--- src/rtl/mem_arbiter.sv ---
`default_nettype none
// ============================================================================
//  Module      : mem_arbiter
//  Description : Two-port arbiter sharing one combinational memory between an
//                instruction-fetch port and a load/store data port. Data has
//                priority, with a starvation counter that forces a fetch
//                grant after a bounded run of data grants. Fixed 1-cycle
//                response latency on both ports.
//  Revision    : 1.0 - initial release
// ============================================================================
module mem_arbiter #(
    parameter int AWIDTH       = 32,
    parameter int DWIDTH       = 32,
    parameter int STARVE_LIMIT = 4
) (
    input  logic              clk,
    input  logic              rst,            // asynchronous, active-low

    input  logic              if_req_i,
    input  logic [AWIDTH-1:0] if_addr_i,
    output logic              if_gnt_o,
    output logic              if_rvalid_o,
    output logic [DWIDTH-1:0] if_rdata_o,

    input  logic              d_req_i,
    input  logic              d_we_i,
    input  logic [AWIDTH-1:0] d_addr_i,
    input  logic [DWIDTH-1:0] d_wdata_i,
    input  logic [2:0]        d_funct3_i,
    output logic              d_gnt_o,
    output logic              d_rvalid_o,
    output logic [DWIDTH-1:0] d_rdata_o,

    output logic [AWIDTH-1:0] mem_addr_o,
    output logic [DWIDTH-1:0] mem_data_o,
    output logic [2:0]        mem_funct3_o,
    output logic              mem_read_en_o,
    output logic              mem_write_en_o,
    input  logic [DWIDTH-1:0] mem_data_i
);

    localparam logic [2:0] c_FETCH_FUNCT3 = 3'b010;           // LW
    localparam logic [3:0] c_STARVE_LIMIT = 4'(STARVE_LIMIT);

    typedef enum logic [0:0] {
        DATA_PRIO   = 1'b0,
        FETCH_FORCE = 1'b1
    } state_t;

    state_t              r_state;
    state_t              w_state_next;
    logic [3:0]          r_starve_cnt;
    logic [3:0]          w_starve_cnt_next;
    logic                w_if_gnt;
    logic                w_d_gnt;

    logic                r_if_rvalid;
    logic [DWIDTH-1:0]   r_if_rdata;
    logic                r_d_rvalid;
    logic [DWIDTH-1:0]   r_d_rdata;

    // Arbitration, starvation counter and next-state decode
    always_comb begin
        w_if_gnt          = 1'b0;
        w_d_gnt           = 1'b0;
        w_state_next      = r_state;
        w_starve_cnt_next = r_starve_cnt;

        // Grants are suppressed while reset is held so no memory access leaks out
        if (rst) begin
            if (r_state == FETCH_FORCE) begin
                if (if_req_i)     w_if_gnt = 1'b1;
                else if (d_req_i) w_d_gnt  = 1'b1;
            end else begin
                if (d_req_i)       w_d_gnt  = 1'b1;
                else if (if_req_i) w_if_gnt = 1'b1;
            end
        end

        // Counter tracks data grants taken while fetch is waiting
        if (!if_req_i || w_if_gnt) begin
            w_starve_cnt_next = 4'd0;
        end else if (w_d_gnt) begin
            w_starve_cnt_next = r_starve_cnt + 4'd1;
        end

        case (r_state)
            DATA_PRIO: begin
                if (w_d_gnt && if_req_i && (w_starve_cnt_next == c_STARVE_LIMIT))
                    w_state_next = FETCH_FORCE;
            end
            FETCH_FORCE: begin
                if (w_if_gnt || !if_req_i)
                    w_state_next = DATA_PRIO;
            end
            default: w_state_next = DATA_PRIO;
        endcase
    end

    // Shared memory request mux; everything is zero when nothing is granted
    always_comb begin
        mem_addr_o     = '0;
        mem_data_o     = '0;
        mem_funct3_o   = 3'b000;
        mem_read_en_o  = 1'b0;
        mem_write_en_o = 1'b0;
        if (w_d_gnt) begin
            mem_addr_o     = d_addr_i;
            mem_data_o     = d_wdata_i;
            mem_funct3_o   = d_funct3_i;
            mem_read_en_o  = !d_we_i;
            mem_write_en_o = d_we_i;
        end else if (w_if_gnt) begin
            mem_addr_o     = if_addr_i;
            mem_funct3_o   = c_FETCH_FUNCT3;
            mem_read_en_o  = 1'b1;
        end
    end

    // FSM state and starvation counter registers
    always_ff @(posedge clk or negedge rst) begin
        if (!rst) begin
            r_state      <= DATA_PRIO;
            r_starve_cnt <= 4'd0;
        end else begin
            r_state      <= w_state_next;
            r_starve_cnt <= w_starve_cnt_next;
        end
    end

    // One-cycle response: capture memory data at the grant edge, hold otherwise
    always_ff @(posedge clk or negedge rst) begin
        if (!rst) begin
            r_if_rvalid <= 1'b0;
            r_if_rdata  <= '0;
            r_d_rvalid  <= 1'b0;
            r_d_rdata   <= '0;
        end else begin
            r_if_rvalid <= w_if_gnt;
            r_d_rvalid  <= w_d_gnt;
            if (w_if_gnt) r_if_rdata <= mem_data_i;
            if (w_d_gnt)  r_d_rdata  <= d_we_i ? '0 : mem_data_i;
        end
    end

    assign if_gnt_o    = w_if_gnt;
    assign d_gnt_o     = w_d_gnt;
    assign if_rvalid_o = r_if_rvalid;
    assign if_rdata_o  = r_if_rdata;
    assign d_rvalid_o  = r_d_rvalid;
    assign d_rdata_o   = r_d_rdata;

endmodule
`default_nettype wire

--- config.mk ---
export PLATFORM = sky130hd
export DESIGN_NAME = mem_arbiter
export DESIGN_NICKNAME = d
export VERILOG_FILES = /design/src/rtl/mem_arbiter.sv
export SDC_FILE = /design/constraint.sdc
export NUM_CORES = 1
export LEC_CHECK = 0
export BUFFER_PORTS_ARGS = -buffer_cell sky130_fd_sc_hd__buf_2
export CAP_MARGIN = 40
export CORE_AREA = 5 5 102 104
export CTS_CLUSTER_SIZE = 8
export DETAILED_ROUTE_END_ITERATION = 10
export DIE_AREA = 0 0 107 109
export PLACE_DENSITY = 0.76
export SYNTH_ARGS = -nofsm -noshare
export SYNTH_HDL_FRONTEND = slang
export SYNTH_SLANG_ARGS = --single-unit
--- constraint.sdc ---
create_clock -name clk -period 1.7 [get_ports clk]
set_input_delay 0 -clock clk [delete_from_list [all_inputs] [get_ports clk]]
set_output_delay 0 -clock clk [all_outputs]
set_load 0.03 [all_outputs]
==> Word-level counts from Yosys, hierarchy flattened <==
Cells that the tools add are included.
{ "totals": {"wordCells": 36, "out_inout_bits": 137, "regBits": 71, "input_bits": 136} }
{ "op_classes": {"eq_ne": 1, "muxes": 22, "n_reduce_logical": 5, "addsub": 1, "n_bitwise": 1} }
{ "ops": {"columns": ["cell", "count"], "rows": [
  ["32-bit two-way mux", 4],
  ["1-bit two-way mux", 13],
  ["4-bit two-way mux", 2],
  ["4-bit by 1-bit adder with 4-bit output, second input constant", 1],
  ["4-bit by 3-bit equality test with 1-bit output, second input constant", 1],
  ["3-bit two-way mux", 1],
  ["1-bit logical AND", 2],
  ["1-bit logical NOT", 2],
  ["2-bit two-way mux", 1],
  ["1-bit case mux with 2 select lines", 1],
  ["1-bit logical OR", 1],
  ["1-bit NOT", 1]
]} }

==> Logic depth before layout (Yosys ltp) <==
Gate-level depths: netlist of the first run.
{ "logic_depth": {"depth_word": 10, "depth_mapped": 8, "depth_no_buf": 5} }

==> Worst setup path before layout of the first run <==
OpenSTA, ideal clock, no wires.
{ "synth_timing": {"path_type": "reg-to-output", "start": "reg r_state", "end": "out mem_read_en_o", "setup_slack_ns": 0.112, "n_path_buf": 1, "required_time_ns": 1.700, "stages_incl_launch_ff": 5, "arrival_ns": 1.588, "cell_sequence": "dfrtp_1 and2_1 or2_1 buf_4 o21ai_0"} }
{ "synth_via": {"elab_chain_cells": 4, "elab_cells_between_ends": 6, "classes_between": "mux (6)"} }
{ "synth_rtl": {"columns": ["item", "line", "rtl"], "rows": [
  ["start, declared", "50", "state_t r_state;"],
  ["start signal, assigned", "126", "r_state <= w_state_next;"],
  ["1-bit two-way mux", "71", "if (r_state == FETCH_FORCE) begin"],
  ["1-bit two-way mux", "70", "if (rst) begin"],
  ["1-bit two-way mux", "113", "end else if (w_if_gnt) begin"],
  ["1-bit two-way mux *", "107", "if (w_d_gnt) begin"],
  ["end, declared", "37", "output logic mem_read_en_o,"]
]} }
Mark *: on every way between the ends. The rest lies on a longest branch, timed or not.

==> Worst setup path in the final report of the first run <==
{ "layout_timing": {"start": "reg r_state", "end": "out mem_funct3_o[0]"} }
{ "layout_via": {"elab_chain_cells": 3} }
{ "layout_rtl": {"columns": ["item", "line", "rtl"], "rows": [
  ["1-bit two-way mux", "71", null],
  ["1-bit two-way mux", "70", null],
  ["3-bit two-way mux", "107", null],
  ["end, declared", "36", "output logic [2:0] mem_funct3_o,"]
]} }
No other way between the ends.

==> results of run 1 <==
[cell families (layout without fill, tap and decap cells)]
group | Yosys count | in the layout
XOR/XNOR | 2 | 2
adder cells (fa/ha/maj) | 1 | 1
buffers and inverters | 31 | 352
AND/OR/NAND/NOR | 246 | 246
flip-flops | 71 | 71
AO/OA/AOI/OAI | 37 | 37
[per-layer routing]
metal  wire length [um]  vias to the layer above  share of wire
met4                557                        0          0.037
met5                  0                        -              0
met1               5620                     1925           0.37
met2               7870                      214           0.52
li1                   -                     1893              -
met3               1050                       41          0.070
[where the power goes]
| part | switching (mW) | total [mW] | internal (mW) |
|---|---|---|---|
| Combinational | 1.11 | 1.82 | 0.702 |
| Sequential | 0.118 | 2.01 | 1.89 |
| Clock | 0.639 | 1.39 | 0.756 |
| Total | 1.87 | 5.22 | 3.35 |
[worst max-delay path: stages, from the launching register on]
cell and delay, ps:
sky130_fd_sc_hd__dfrtp_1 420, sky130_fd_sc_hd__and2_4 150, sky130_fd_sc_hd__or2_4 280, sky130_fd_sc_hd__inv_6 120, sky130_fd_sc_hd__clkbuf_16 170, sky130_fd_sc_hd__and2_4 150
sky130_fd_sc_hd__buf_6 130
[synthesized netlist by cell type]
cell type	count	area share
sky130_fd_sc_hd__a21boi_1	1	0.0022
sky130_fd_sc_hd__a21oi_1	1	0.0014
sky130_fd_sc_hd__a21oi_2	1	0.0025
sky130_fd_sc_hd__a22o_1	32	0.081
sky130_fd_sc_hd__a32o_1	1	0.0029
sky130_fd_sc_hd__and2_1	36	0.065
sky130_fd_sc_hd__buf_2	9	0.013
sky130_fd_sc_hd__buf_4	3	0.0065
sky130_fd_sc_hd__buf_6	5	0.016
sky130_fd_sc_hd__buf_8	1	0.0043
sky130_fd_sc_hd__clkbuf_1	10	0.011
sky130_fd_sc_hd__dfrtp_1	71	0.51
sky130_fd_sc_hd__ha_1	1	0.0036
sky130_fd_sc_hd__inv_1	2	0.0022
sky130_fd_sc_hd__inv_4	1	0.0018
sky130_fd_sc_hd__nand2_1	167	0.18
sky130_fd_sc_hd__nand2b_1	1	0.0018
sky130_fd_sc_hd__nand3_1	2	0.0029
sky130_fd_sc_hd__nand3b_1	32	0.069
sky130_fd_sc_hd__nand4b_1	1	0.0025
sky130_fd_sc_hd__nor2_1	3	0.0032
sky130_fd_sc_hd__nor3_1	1	0.0014
sky130_fd_sc_hd__nor4bb_1	1	0.0029
sky130_fd_sc_hd__o21ai_0	1	0.0014
sky130_fd_sc_hd__or2_1	1	0.0018
sky130_fd_sc_hd__or3_1	1	0.0018
sky130_fd_sc_hd__xnor2_1	2	0.0050
[path summary, 6_finish.rpt]
kind / cells past startpoint / from / endpoint / slack, ps
setup / recovery: 6 / r_state / mem_funct3_o[0] / -60
setup reg to reg: 9 / r_state / d_rdata_o[2] / 10
hold / removal: 4 / rst / r_starve_cnt[2] / 120
min in group asynchronous: 3 / rst / r_state / 340
max in group asynchronous: 3 / rst / if_rdata_o[18] / 910
hold reg to reg: 2 / d_rdata_o[23] / d_rdata_o[23] / 460
[cell type report]
| class | count | area, um^2 | area share |
|---|---|---|---|
| Timing Repair Buffer | 332 | 2540 | 0.403 |
| Tap cell | 114 | 143 | 0.0226 |
| Timing Repair inverter | 1 | 8.76 | 0.00139 |
| Multi-Input combinational cell | 286 | 1600 | 0.254 |
| Sequential cell | 71 | 1780 | 0.282 |
| Clock inverter | 5 | 56.3 | 0.00894 |
| Clock buffer | 11 | 151 | 0.0240 |
| Inverter | 3 | 26.3 | 0.00417 |
[metrics by stage]
stage,setup WS (ps),cell area [um^2],util
after floorplan,112,3470,-
after global placement,131,4910,0.519
after detailed placement,81.3,4910,0.519
after CTS,-111,6120,0.647
after global routing,-107,6300,0.666
final,-57.9,6300,0.666
[what timing repair did]
item	CTS	global route
pin swaps	12	20
gates cloned	5	4
endpoints found under the setup margin	70	75
buffers inserted	7	3
gates resized for setup	148	34
hold buffers	34	0
hold endpoints to repair	139	0
[flip-flops by register name, summed over array words and instances, names as in the netlist]
name / cells
if_rdata_o: 32
r_state: 1
r_starve_cnt: 4
d_rvalid_o: 1
d_rdata_o: 32
if_rvalid_o: 1
==> results by stage, run 1 <==
Synthesis:
- After synthesis the netlist holds a flip-flop and latch count of 71.
- The distinct cell type count after synthesis is 27.
- The average instance in the mapped netlist occupies 8.94 um^2.
- The synthesized netlist cell count is 388.
- The multiplexer fraction of the synthesized cell area is 0.
- The simple-gate area share of the yosys netlist is 0.333.
- The post-synthesis share of cell area spent on full adders, half adders and majority gates is 0.00361.
- The sequential cell area fraction in the yosys report is 0.512.
- The xor/xnor share of the synthesized area is 0.00505.
- The Yosys step of the flow raised 0 warnings.
- The compound-cell area share of the yosys netlist is 0.0912.
- The number of nets in the synthesized netlist is 525.
- After synthesis, the largest family of logic cells by area is simple AND/OR/NAND/NOR gates.
- In this run the cell area of the synthesized design comes to 3470 um^2.

Timing:
- Static timing analysis puts the maximum clock frequency at 0.569 GHz.
- Setup violations remaining at the end of the flow were counted as 58.
- The worst pin sits at a relative slew slack of 0.645.
- The count of final max-slew check failures is 0.
- Dividing the final minimum period by the clock period gives 1.03.
- The total negative slack is -1780 ps.
- Setup repair after global routing could not meet its margin everywhere.
- The post-route clock skew is 5.39 ps.
- The post-route minimum period is 1760 ps.
- The count of final hold-check violations is 0.
- The tightest hold path in the finished design has a slack of 123 ps.
- Once routing completed, OpenROAD measured the worst setup slack at -57.9 ps.
- The transition at the pin with the smallest max-transition slack is 532 ps.

Clock network:
- The insertion delay of the later-clocked pin in the worst-skew pair is 340 ps.
- The H-tree was split into 3 levels.
- The clock transition time at the flip-flop clock pins of the worst setup and hold paths is 70 ps.
- Counting along the longest clock path gives a buffer depth of 2.
- Counting the buffers created by CTS gives 9.
- TritonCTS built the clock tree.
- The clock root buffer master is sky130_fd_sc_hd__clkbuf_8.
- The total number of clock tree sinks is 71.

Route:
- The total number of vias is 4073.
- The starting DRC count in detailed routing is 245.
- Once detail routing completed, the nets flagged for antenna violations numbered 0.
- The iteration count of the initial detailed-routing pass is 4.
- The detail-routed net length per standard cell is 18.3 um.
- The total wire length after detailed routing is 15100 um.
- After detailed routing, the number of vias per cell comes to 4.95.
- In the routed design, unresolved DRC markers number 0.

Die:
- The floorplan has 36 rows.
- Measured along the x axis, the die boundary spans 107 um.
- The placeable core region is 9460 um^2.
- The die covers 11700 um^2.
- The number of primary I/O pins is 273.
- The initial core utilization is 0.367.
- The die extent in y is 109 um.

Global route:
- The met2 layer usage reported by global route is 0.438.
- The first-pass GRT wire length is 22400 um.
- The number of antenna violations at the first check in global routing is 0.
- Entering global routing, the biggest net connects 42 pins.
- The total grt overflow is 0.
- The global routing met1 resource utilization is 0.290.
- For this run, the total global-route usage over all layers was measured as 0.248.
- For this run, global-route usage on met3 was measured as 0.0509.
- After global routing, the most crowded layer is met2.
- The number of global-route vias before repair was 4264.

Finish:
- Leaving out fill and tap cells, the most frequent cells in the layout are sky130_fd_sc_hd__buf_2 (202), sky130_fd_sc_hd__nand2_1 (167), sky130_fd_sc_hd__buf_6 (72).
- The number of antenna diodes is 0.
- For this run, the number of standard cells in the final layout without fillers is 823.
- The area growth from synthesis to final layout is 81.6%.
- The number of filler cells placed in the layout is 749.
- The proportion of layout cells with a drive suffix above 1 is 0.488.
- Leaving out fill and tap cells, the most frequent cell in the layout is sky130_fd_sc_hd__buf_2.
- The number of nets in the final layout is 841.

Placed design:
- The number of I/O port buffers is 272.
- The congestion estimate from routability-driven global placement came to 0.904.
- Detailed placement ended at an HPWL of 9920 um.
- The number of placed instances, taps included is 756.

Power:
- The completed layout was analyzed and its total power is 5.22 mW.
- Summed over all cells, the static leakage comes to 3.53 nW.
- The worst vdd rail ir drop is 0.000354 V.
- For this design the ratio of total power to cell area is 829 nW/um^2.

Outcome:
- The checks that failed: setup timing.
- The run finished, with violations left.

Min path:
- The worst hold path belongs to the class in -> reg.

Worst setup path:
- The sort of element at the end of the critical path is a primary output.
- The critical path is of the reg -> out type.
- Of all nets on the critical path, the largest fanout is 11.
- The data arrival time of the critical path is 1760 ps.
- The worst setup path is launched from a flip-flop.
- The data required time at the worst endpoint is 1700 ps.

Flow run:
- Across the run, the number of max-cap violations was 0.
No activity file was read; power rests on OpenSTA's default activity.
==> run 2, diff against run 1 <==
- REMOVE_ABC_BUFFERS: unset -> 1
==> results by stage, run 2 (synthesis results as in run 1) <==
Die:
- The number of primary I/O pins was 273 (unchanged).
- The placeable core region is 9460 um^2 (unchanged).
- The die outline area was 11700 um^2 (unchanged).
- The number of placement rows came to 36 (unchanged).
- The initial core utilization is 0.367 (unchanged).
- The die extent in y is 109 um (unchanged).
- The horizontal die dimension is 107 um (unchanged).

Finish:
- The number of nets in the final layout was 841 (unchanged).
- The number of filler cells placed in the layout is 758 (+1.2%).
- The final instance area came to 6190 um^2 (-1.7%).
- The footprint of the flip-flops and latches came to 1780 um^2 (unchanged).
- In the layout the commonest cells are sky130_fd_sc_hd__buf_2 (202), sky130_fd_sc_hd__nand2_1 (165), sky130_fd_sc_hd__dfrtp_1 (71).
- The area of combinational cells with multiple inputs was 1580 um^2 (-1.3%).
- The library cell used most frequently in the layout, excluding fill and tap cells, is sky130_fd_sc_hd__buf_2.
- Relative to the synthesized area, the layout overhead comes to 78.5%.
- The fraction of the core area covered by cells at the end of the flow came to 0.655 (-0.0112).
- The proportion of layout cells with a drive suffix above 1 is 0.481 (-0.00711).

Timing:
- The tightest slew margin relative to the limit came to 0.599 (-0.0463).
- The count of final hold-check violations is 0 (unchanged).
- The total negative slack is -877 ps (+902 ps).
- Setup repair after global routing could not meet its margin everywhere.
- The setup slack after layout is -50.3 ps (+7.64 ps).
- The maximum achievable frequency is 0.571 GHz (+0.44%).
- The final clock period utilization by the worst path was 1.03 (-0.00449).
- The final number of setup-violating endpoints was 53 (-8.6%).
- The post-route minimum period is 1750 ps (-7.64 ps).
- The post-route clock skew is 6.32 ps (+0.928 ps).
- The transition at the pin with the smallest max-transition slack came to 602 ps (+69.5 ps).
- The count of final max-slew check failures is 0 (unchanged).

Clock network:
- The clock tree from TritonCTS is yes.
- The clock transition time at the flip-flop clock pins of the worst setup and hold paths is 70 ps (about the same).
- The number of buffers inserted during clock tree synthesis is 9 (unchanged).
- The largest buffer count on any clock path is 2 (unchanged).
- The H-tree level count came to 3 (unchanged).
- The total number of clock tree sinks is 71 (unchanged).
- The clock root buffer master is sky130_fd_sc_hd__clkbuf_8.
- The insertion delay of the later-clocked pin in the worst-skew pair was 340 ps (about the same).

Power:
- The leakage power of the design is 3.50 nW (-0.92%).
- The worst vdd rail ir drop is 0.000333 V (-5.8%).
- The power density relative to cell area is 805 nW/um^2 (-2.8%).

Route:
- The iteration count of the initial detailed-routing pass is 5 (+1).
- The total wire length after detailed routing came to 15200 um (+0.33%).
- The total number of vias is 4073 (unchanged).
- The starting DRC count in detailed routing is 318 (+30%).
- The detailed-route vias per instance was 4.95 (+0.12%).
- The detail-routed net length per standard cell is 18.4 um (+0.45%).
- The count of nets left with antenna violations after detail routing is 0 (unchanged).
- The count of unresolved DRC violations after routing is 0 (unchanged).

Worst setup path:
- The data required time at the worst endpoint was 1700 ps (about the same).
- The slack of the worst reg-to-reg path is 120 ps (+110 ps).
- The length in cells of the worst reg-to-reg path is 7 (-2).
- The signal on the critical path passes through and2_4 > or2_4 > clkinv_8 > buf_12 > a22o_1 > buf_6.
- The worst-path cell with the longest stage delay is sky130_fd_sc_hd__dfrtp_1.
- The data arrival time of the critical path came to 1750 ps (about the same).
- The peak per-stage delay on the critical path is 390 ps (-30 ps).
- The capture instance of the worst register-to-register path is d_rdata_o[22].
- The startpoint class of the critical path is a flip-flop.
- The peak fanout along the critical path is 10 (-1).
- The setup path with the least slack is of type reg -> out.
- The worst setup path is captured at a primary output.
- The worst register-to-register path begins at r_state.

Min path:
- In this run the most critical hold path is launched from d_req_i.
- The worst-case hold path end point is r_starve_cnt[2].
- The hold path depth is 4 (unchanged).
- The type of the most critical hold path is in -> reg.

Global route:
- The number of global-route vias before repair is 4139 (-2.9%).
- The number of antenna violations at the first check in global routing is 2 (+2).
- The first-pass GRT wire length is 22200 um (-0.99%).
- The maximum number of pins on one net before global-route repair is 48 (+14%).
- The overall global routing resource usage is 0.249 (+0.00130).
- The total grt overflow came to 0 (unchanged).

Outcome:
- The run finished, with violations left.
- The final reports fail on setup timing.

Placed design:
- The total cell area at the placement stage was 4910 um^2 (about the same).
- The placed wire-length estimate is 10200 um (+3.0%).
- The number of I/O port buffers is 272 (unchanged).
- The placer's final routability congestion estimate is 0.879 (-2.7%).

Flow run:
- The reported max-cap violation count is 0 (unchanged).
run 2: cell type report:
class	count	area share
diodes	1	0.000404
clock buffers	13	0.0257
clock inverters	1	0.000808
inverters	3	0.00384
multi-input cells	286	0.255
flip-flops and latches	71	0.287
well taps	114	0.0230
repair buffers	333	0.404
run 2: worst max-delay path by stage:
stage	endpoint	from	depth (start not counted)	slack (ps)
final	mem_addr_o[25]	r_state	6	-50
after global routing	mem_addr_o[2]	r_state	6	-110
after CTS	mem_data_o[18]	r_state	7	-90
after detailed placement	mem_addr_o[15]	r_state	6	190
after global placement	mem_addr_o[25]	r_state	6	210
after floorplan	mem_addr_o[0]	r_state	4	-1230
run 2: power breakdown:
part | internal, mW | total [mW] | switching [mW]
clock | 0.593 | 1.18 | 0.588
combinational | 0.690 | 1.80 | 1.11
sequential | 1.89 | 2.01 | 0.114
total | 3.18 | 4.99 | 1.81
run 2: layer usage:
layer  vias up  global-route usage  wire length [um]
met3        50              0.0805              1420
met5         -                   0                21
li1       1892                   -                 -
met2       229               0.436              7820
met4         4               0.126               614
met1      1898               0.273              5280
run 2: through the flow:
stage | setup slack [ps] | hold slack, ps | power (mW) | instances
6_report | -50.3 | 104 | 4.99 | 822
5_1_grt | -112 | 101 | 5.23 | 821
4_1_cts | -89.9 | 81.3 | 4.97 | 816
3_5_place_dp | 187 | -193 | 3.55 | 756
3_3_place_gp | 213 | -196 | 3.52 | 756
2_1_floorplan | -1230 | -296 | 2.91 | 360
run 2: worst max-delay path, delay by kind of cell (launching register included):
family,cells,cell delay (ps)
AOI/OAI and AO/OA,1,180
and+or+nand+nor,2,430
DFF,1,390
buffers and inverters,3,400
run 2: timing repair:
action | 4_1_cts | 5_1_grt
gates resized for setup | 147 | 32
endpoints found under the hold margin | 139 | 0
setup buffers | 7 | 5
hold buffers | 35 | 0
cloned | 4 | 2
endpoints found under the setup margin | 70 | 70
pin swaps | 17 | 6
